**src/rtl/types_pkg.sv**
```systemverilog
// rtl/types_pkg.sv - shared light, lamp-pattern and monitor-state types
package types_pkg;

    typedef enum logic [2:0] {
        RED,
        RED_YELLOW,
        GREEN,
        GREEN_FLASH,
        YELLOW
    } light_color_e;

    typedef enum logic {
        UNSYNC,
        TRACK
    } mon_state_e;

    typedef enum logic [2:0] {
        LAMP_DARK,
        LAMP_RED,
        LAMP_RED_YELLOW,
        LAMP_GREEN,
        LAMP_YELLOW,
        LAMP_ILLEGAL
    } lamp_pattern_e;

    // Lamp bits are ordered {red, yellow, green}
    function automatic lamp_pattern_e decode_lamp(input logic [2:0] rgy);
        case (rgy)
            3'b000:  return LAMP_DARK;
            3'b100:  return LAMP_RED;
            3'b110:  return LAMP_RED_YELLOW;
            3'b001:  return LAMP_GREEN;
            3'b010:  return LAMP_YELLOW;
            default: return LAMP_ILLEGAL;
        endcase
    endfunction

    function automatic int max_of(input int a, input int b);
        return (a > b) ? a : b;
    endfunction

endpackage

```
**src/rtl/phase_duration_counter.sv**
```systemverilog
// rtl/phase_duration_counter.sv - load/increment/saturate phase length counter
module phase_duration_counter #(
    parameter int CNT_W = 4
) (
    input  logic             clk_i,
    input  logic             rst_i,
    input  logic             load,
    input  logic             inc,
    input  logic [CNT_W-1:0] expected,
    output logic             mismatch,
    output logic             overrun
);

    logic [CNT_W-1:0] count;

    always_ff @(posedge clk_i) begin
        if (rst_i) begin
            count <= '0;
        end else if (load) begin
            count <= CNT_W'(1);
        end else if (inc && (count != '1)) begin
            count <= count + CNT_W'(1);
        end
    end

    assign mismatch = (count != expected);
    // Fires only on the step from expected to expected+1, so at most once per phase
    assign overrun  = inc && (count == expected);

endmodule

```
**src/rtl/traffic_light_monitor.sv**
```systemverilog
// rtl/traffic_light_monitor.sv - passive phase order and duration checker for traffic lamps
module traffic_light_monitor
    import types_pkg::*;
#(
    parameter int RED_TIME         = 10,
    parameter int RED_YELLOW_TIME  = 3,
    parameter int GREEN_TIME       = 10,
    parameter int GREEN_FLASH_TIME = 3,
    parameter int YELLOW_TIME      = 5,
    parameter int ERR_CNT_W        = 8
) (
    input  logic                 clk_i,
    input  logic                 rst_i,
    input  logic                 red_i,
    input  logic                 yellow_i,
    input  logic                 green_i,
    output light_color_e         phase_o,
    output logic                 locked_o,
    output logic                 seq_err_o,
    output logic                 time_err_o,
    output logic [ERR_CNT_W-1:0] err_count_o
);

    localparam int MAX_TIME = max_of(max_of(max_of(RED_TIME, RED_YELLOW_TIME),
                                            max_of(GREEN_TIME, GREEN_FLASH_TIME)), YELLOW_TIME);
    localparam int CNT_W    = $clog2(MAX_TIME + 2);

    if (RED_TIME < 1 || RED_YELLOW_TIME < 1 || GREEN_TIME < 1 ||
        GREEN_FLASH_TIME < 1 || YELLOW_TIME < 1) begin : g_bad_time
        $error("traffic_light_monitor: every *_TIME parameter must be at least 1");
    end

    logic [2:0]           lamp_q;
    lamp_pattern_e        pat, last_pat_q;
    mon_state_e           state_q, state_d;
    light_color_e         phase_q, phase_d, next_phase;
    logic                 seq_err_q, seq_err_d;
    logic                 time_err_q, time_err_d;
    logic                 ovr_seen_q, ovr_seen_d;
    logic [ERR_CNT_W-1:0] err_cnt_q, err_cnt_d;
    logic                 stay, advance;
    logic                 cnt_load, cnt_inc;
    logic [CNT_W-1:0]     expected;
    logic                 mismatch, overrun;

    assign pat = decode_lamp(lamp_q);

    always_comb begin
        expected = CNT_W'(RED_TIME);
        case (phase_q)
            RED_YELLOW:  expected = CNT_W'(RED_YELLOW_TIME);
            GREEN:       expected = CNT_W'(GREEN_TIME);
            GREEN_FLASH: expected = CNT_W'(GREEN_FLASH_TIME);
            YELLOW:      expected = CNT_W'(YELLOW_TIME);
            default:     expected = CNT_W'(RED_TIME);
        endcase
    end

    phase_duration_counter #(
        .CNT_W (CNT_W)
    ) u_counter (
        .clk_i    (clk_i),
        .rst_i    (rst_i),
        .load     (cnt_load),
        .inc      (cnt_inc),
        .expected (expected),
        .mismatch (mismatch),
        .overrun  (overrun)
    );

    // Which patterns hold the current phase and which one legally ends it
    always_comb begin
        stay       = 1'b0;
        advance    = 1'b0;
        next_phase = phase_q;
        case (phase_q)
            RED: begin
                stay       = (pat == LAMP_RED);
                advance    = (pat == LAMP_RED_YELLOW);
                next_phase = RED_YELLOW;
            end
            RED_YELLOW: begin
                stay       = (pat == LAMP_RED_YELLOW);
                advance    = (pat == LAMP_GREEN);
                next_phase = GREEN;
            end
            GREEN: begin
                stay       = (pat == LAMP_GREEN);
                advance    = (pat == LAMP_DARK);
                next_phase = GREEN_FLASH;
            end
            GREEN_FLASH: begin
                stay       = (pat == LAMP_GREEN) || (pat == LAMP_DARK);
                advance    = (pat == LAMP_YELLOW);
                next_phase = YELLOW;
            end
            YELLOW: begin
                stay       = (pat == LAMP_YELLOW);
                advance    = (pat == LAMP_RED);
                next_phase = RED;
            end
            default: ;
        endcase
    end

    always_comb begin
        state_d    = state_q;
        phase_d    = phase_q;
        seq_err_d  = 1'b0;
        time_err_d = 1'b0;
        ovr_seen_d = ovr_seen_q;
        cnt_load   = 1'b0;
        cnt_inc    = 1'b0;
        case (state_q)
            UNSYNC: begin
                if (pat == LAMP_RED && last_pat_q != LAMP_RED) begin
                    state_d    = TRACK;
                    phase_d    = RED;
                    cnt_load   = 1'b1;
                    ovr_seen_d = 1'b0;
                end
            end
            TRACK: begin
                if (stay) begin
                    cnt_inc = 1'b1;
                    if (overrun) begin
                        time_err_d = 1'b1;
                        ovr_seen_d = 1'b1;
                    end
                end else if (advance) begin
                    phase_d    = next_phase;
                    cnt_load   = 1'b1;
                    ovr_seen_d = 1'b0;
                    // A stuck lamp already reported at overrun is not reported again at exit
                    time_err_d = mismatch && !ovr_seen_q;
                end else begin
                    seq_err_d = 1'b1;
                    state_d   = UNSYNC;
                end
            end
        endcase
        err_cnt_d = err_cnt_q;
        if ((seq_err_d || time_err_d) && (err_cnt_q != '1)) begin
            err_cnt_d = err_cnt_q + ERR_CNT_W'(1);
        end
    end

    always_ff @(posedge clk_i) begin
        if (rst_i) begin
            lamp_q     <= 3'b100;
            last_pat_q <= LAMP_RED;
            state_q    <= UNSYNC;
            phase_q    <= RED;
            seq_err_q  <= 1'b0;
            time_err_q <= 1'b0;
            ovr_seen_q <= 1'b0;
            err_cnt_q  <= '0;
        end else begin
            lamp_q     <= {red_i, yellow_i, green_i};
            last_pat_q <= pat;
            state_q    <= state_d;
            phase_q    <= phase_d;
            seq_err_q  <= seq_err_d;
            time_err_q <= time_err_d;
            ovr_seen_q <= ovr_seen_d;
            err_cnt_q  <= err_cnt_d;
        end
    end

    assign phase_o     = phase_q;
    assign locked_o    = (state_q == TRACK);
    assign seq_err_o   = seq_err_q;
    assign time_err_o  = time_err_q;
    assign err_count_o = err_cnt_q;

endmodule
```
**config.mk**
```make
export PLATFORM = sky130hd
export DESIGN_NAME = traffic_light_monitor
export DESIGN_NICKNAME = d
export VERILOG_FILES = /design/src/rtl/types_pkg.sv /design/src/rtl/phase_duration_counter.sv /design/src/rtl/traffic_light_monitor.sv
export SDC_FILE = /design/constraint.sdc
export NUM_CORES = 1
export LEC_CHECK = 0
export BUFFER_PORTS_ARGS = -buffer_cell sky130_fd_sc_hd__buf_2
export CAP_MARGIN = 25
export CORE_MARGIN = 1.5
export CORE_UTILIZATION = 40
export CTS_CLUSTER_SIZE = 30
export DETAILED_ROUTE_END_ITERATION = 8
export PLACE_DENSITY = 0.62
export SETUP_SLACK_MARGIN = 0.4
export SKIP_CTS_REPAIR_TIMING = 1
export SKIP_LAST_GASP = 1
export SYNTH_ARGS = -nofsm -noshare
export SYNTH_HDL_FRONTEND = slang
export SYNTH_SLANG_ARGS = --single-unit
```
**constraint.sdc**
```tcl
create_clock -name clk_i -period 2.5 [get_ports clk_i]
set_input_delay 0.5 -clock clk_i [delete_from_list [all_inputs] [get_ports clk_i]]
set_output_delay 0.5 -clock clk_i [all_outputs]
set_load 0.05 [all_outputs]
```
==> flow_summary_export.csv <==
group,metric,value,unit
critical_path,worstSetupPathType,"flop to flop",
run_status,status,"finished, final reports clean",
clock_network,cts_max_level,1,
drt,avgViaCountPerCell,5.43,
power_and_ir_drop,power.net_switching,0.186,mW
sta,maxSlewHeadroom,69.9,%
critical_path,arrival,2530,ps
floorplanning,coreArea,3100,µm²
floorplanning,die_h,60.6,µm
cells_and_area,nFillCells,316,
clock_network,clk_pin_slew,130,ps
power_and_ir_drop,p_sw_share,26.7,%
synth,synth_fp_nets,154,
synth,synth_ff_type,"dfxtp_1",
drt,num_vias,1172,
cells_and_area,nets,180,
cells_and_area,syn_to_final_growth,23.6,%
grt,overflow,0,
drt,drcViolationCount,0,
clock_network,clock-root-buffer,"clkbuf_4",
synth,synth_top_cell_by_area,"dfxtp_1",
sta,fmax,0.432,GHz
clock_network,insertion_delay,310,ps
drt,wire_per_inst,13.8,µm
sta,hold_slack,372,ps
clock_network,cts_buffers,3,
synth,syn_inst,147,
floorplanning,rows,20,
critical_path,cp_cell_sequence,"buf_4 > or4_4 > o211ai_1 > nor3_2 > buf_4 > o31ai_4 > nor2_2 > mux2_4",
synth,ys_async_sr_fraction,0,%
sta,hold_viol,0,
floorplanning,start_util,42.8,%
synth,yosys.area.top_type_share,37.7,%
cells_and_area,final_common_cell,"dfxtp_1",
floorplanning,die-area,3670,µm²
clock_network,clock-sinks,25,
synth,netlist_area,1330,µm²
sta,rsz0062_at_grt,"yes",
sta,tns,0,ps
synth,synth_area_leaders,"dfxtp_1 (38%), a21oi_1 (3.8%), nor2_1 (3.4%)",
power_and_ir_drop,p_clk_share,25.8,%
cells_and_area,antenna_cells,0,
sta,tightest_slew,449,ps
power_and_ir_drop,ir_worst_vdd,0.327,mV
clock_network,clockBufferDepth,2,
power_and_ir_drop,leakage,0.651,nW
sta,period_minus_slack,2310,ps
grt,antenna_found_initial,0,
run,maxCapViolCount,0,
power_and_ir_drop,p_comb_share,14.1,%
power_and_ir_drop,power_density,425,nW/µm²
grt,grt_pass1_vias,1081,
drt,firstDrtPassIters,4,
placed_design,place_congestion,0.772,
grt,grt_pass1_wl,4780,µm
sta,fin_skew,6.44,ps
drt,wirelength,2980,µm
placed_design,io_buffers,18,
clock_network,cts_tree,"yes",
critical_path,cp_common_cell,"buf_4",
hold_path,hold_depth,2,
cells_and_area,final_cell_mix,"dfxtp_1 (19), buf_2 (18), nor2_1 (12)",
synth,ys_warn_count,0,
critical_path,reg2regPathDepth,8,
hold_path,hp-class,"input pin to flop",
critical_path,slowest_stage,"or4_4",
floorplanning,ios,19,
synth,synth_seq_area_share,37.7,%
grt,grtUsageTotal,17.1,%
sta,finalSetupViolCount,0,
synth,synth.distinct_cells,50,
critical_path,cp_slowest_stage_delay,510,ps
power_and_ir_drop,p_seq_share,60.1,%
synth,synth.avg_cell_area,9.03,µm²
synth,synth_edf_count,0,
sta,maxSlewViolCount,0,
power_and_ir_drop,internal-power,0.511,mW
placed_design,hpwlAfterDp,2020,µm
critical_path,crit_fanout,7,
sta,fin_crit_sh,92.6,%
critical_path,worstSetupStartpointType,"flop",
grt,grt_start_max_net_pins,21,
floorplanning,die_width,60.6,µm
cells_and_area,drive_gt1_share,33.7,%
critical_path,crit_required,2710,ps
drt,drt_iter0_drc,29,
drt,drtAntennaViolNets,0,
critical_path,worstSetupEndpointType,"flop",
synth,ys_ff_latch,25,
[sequential cells by signal, indices dropped and copies added (netlist names)]
name             count
err_count_o          8
u_counter.count      4
lamp_q               3
last_pat_q           3
phase_o              3
locked_o             1
ovr_seen_q           1
seq_err_o            1
time_err_o           1
[Yosys cell counts, types with 2 or more instances]
master,instances
nor4_1,3
clkbuf_1,2
or3_1,3
dfxtp_1,25
nor3b_1,3
ha_1,2
nand3_1,8
o21a_1,2
o31ai_1,3
o211ai_1,3
or4_1,4
buf_2,4
nor2_1,12
inv_1,5
mux2i_1,4
xor2_1,2
nand2_1,7
nand2b_1,5
o21ai_0,4
nor4b_1,2
nor2b_1,6
a21oi_1,10
[cells by family after synthesis]
family	synth area share [%]
XOR/XNOR	1.32
adder cells (fa/ha/maj)	1.88
multiplexers	4.15
buffers and inverters	4.90
flip-flops	37.7
AO/OA/AOI/OAI	19.2
AND/OR/NAND/NOR	30.8
[stage by stage]
step | worst slack, ps | total power [mW] | area [µm²] | std cells | utilization (%)
after floorplan | 335 | 0.492 | 1390 | 147 | -
after global placement | 198 | 0.508 | 1490 | 204 | 48.1
after detailed placement | 157 | 0.510 | 1490 | 204 | 48.1
after CTS | 113 | 0.691 | 1520 | 208 | 49.0
after global routing | 94.5 | 0.734 | 1640 | 216 | 52.9
final | 185 | 0.697 | 1640 | 216 | 52.9
[worst max-delay path: cells and delay by family (launching register included)]
kind,cells,cell delay [ps]
DFF,1,390
muxes,1,300
buffers and inverters,2,300
AOI/OAI and AO/OA,2,580
and+or+nand+nor,3,650
[layout make-up]
type | count | area, µm² | share of cell area (%)
clock buffer | 4 | 26.3 | 1.60
inverter | 5 | 18.8 | 1.14
multi-input combinational | 110 | 860 | 52.4
sequential | 25 | 520 | 31.7
tap | 44 | 55.1 | 3.36
timing repair buffer | 28 | 160 | 9.76
[path summary, 6_finish.rpt]
path | from | endpoint | slack [ps]
max | lamp_q[0]$_SDFF_PP0_ | err_count_o[2]$_SDFFE_PP0P_ | 190
min reg2reg | err_count_o[7]$_SDFFE_PP0P_ | err_count_o[7]$_SDFFE_PP0P_ | 510
max reg2reg | lamp_q[0]$_SDFF_PP0_ | err_count_o[2]$_SDFFE_PP0P_ | 190
min | red_i | lamp_q[2]$_SDFF_PP1_ | 370
[metal layers]
layer / global-route usage [%] / vias up / wire (µm)
li1: - / 601 / -
met1: 23.6 / 552 / 1450
met2: 28.1 / 17 / 1440
met5: 0 / - / 0
met4: 3.73 / 0 / 13
met3: 3.20 / 2 / 77
[power by group through the flow]
stage,combinational [mW],sequential [mW],clock (mW)
floorplan,0.0600,0.432,0
global placement,0.0800,0.428,0
CTS,0.0817,0.420,0.190
finish,0.0982,0.419,0.180
global route,0.107,0.422,0.206
detailed placement,0.0810,0.429,0
No activity file was read; power rests on OpenSTA's default activity.
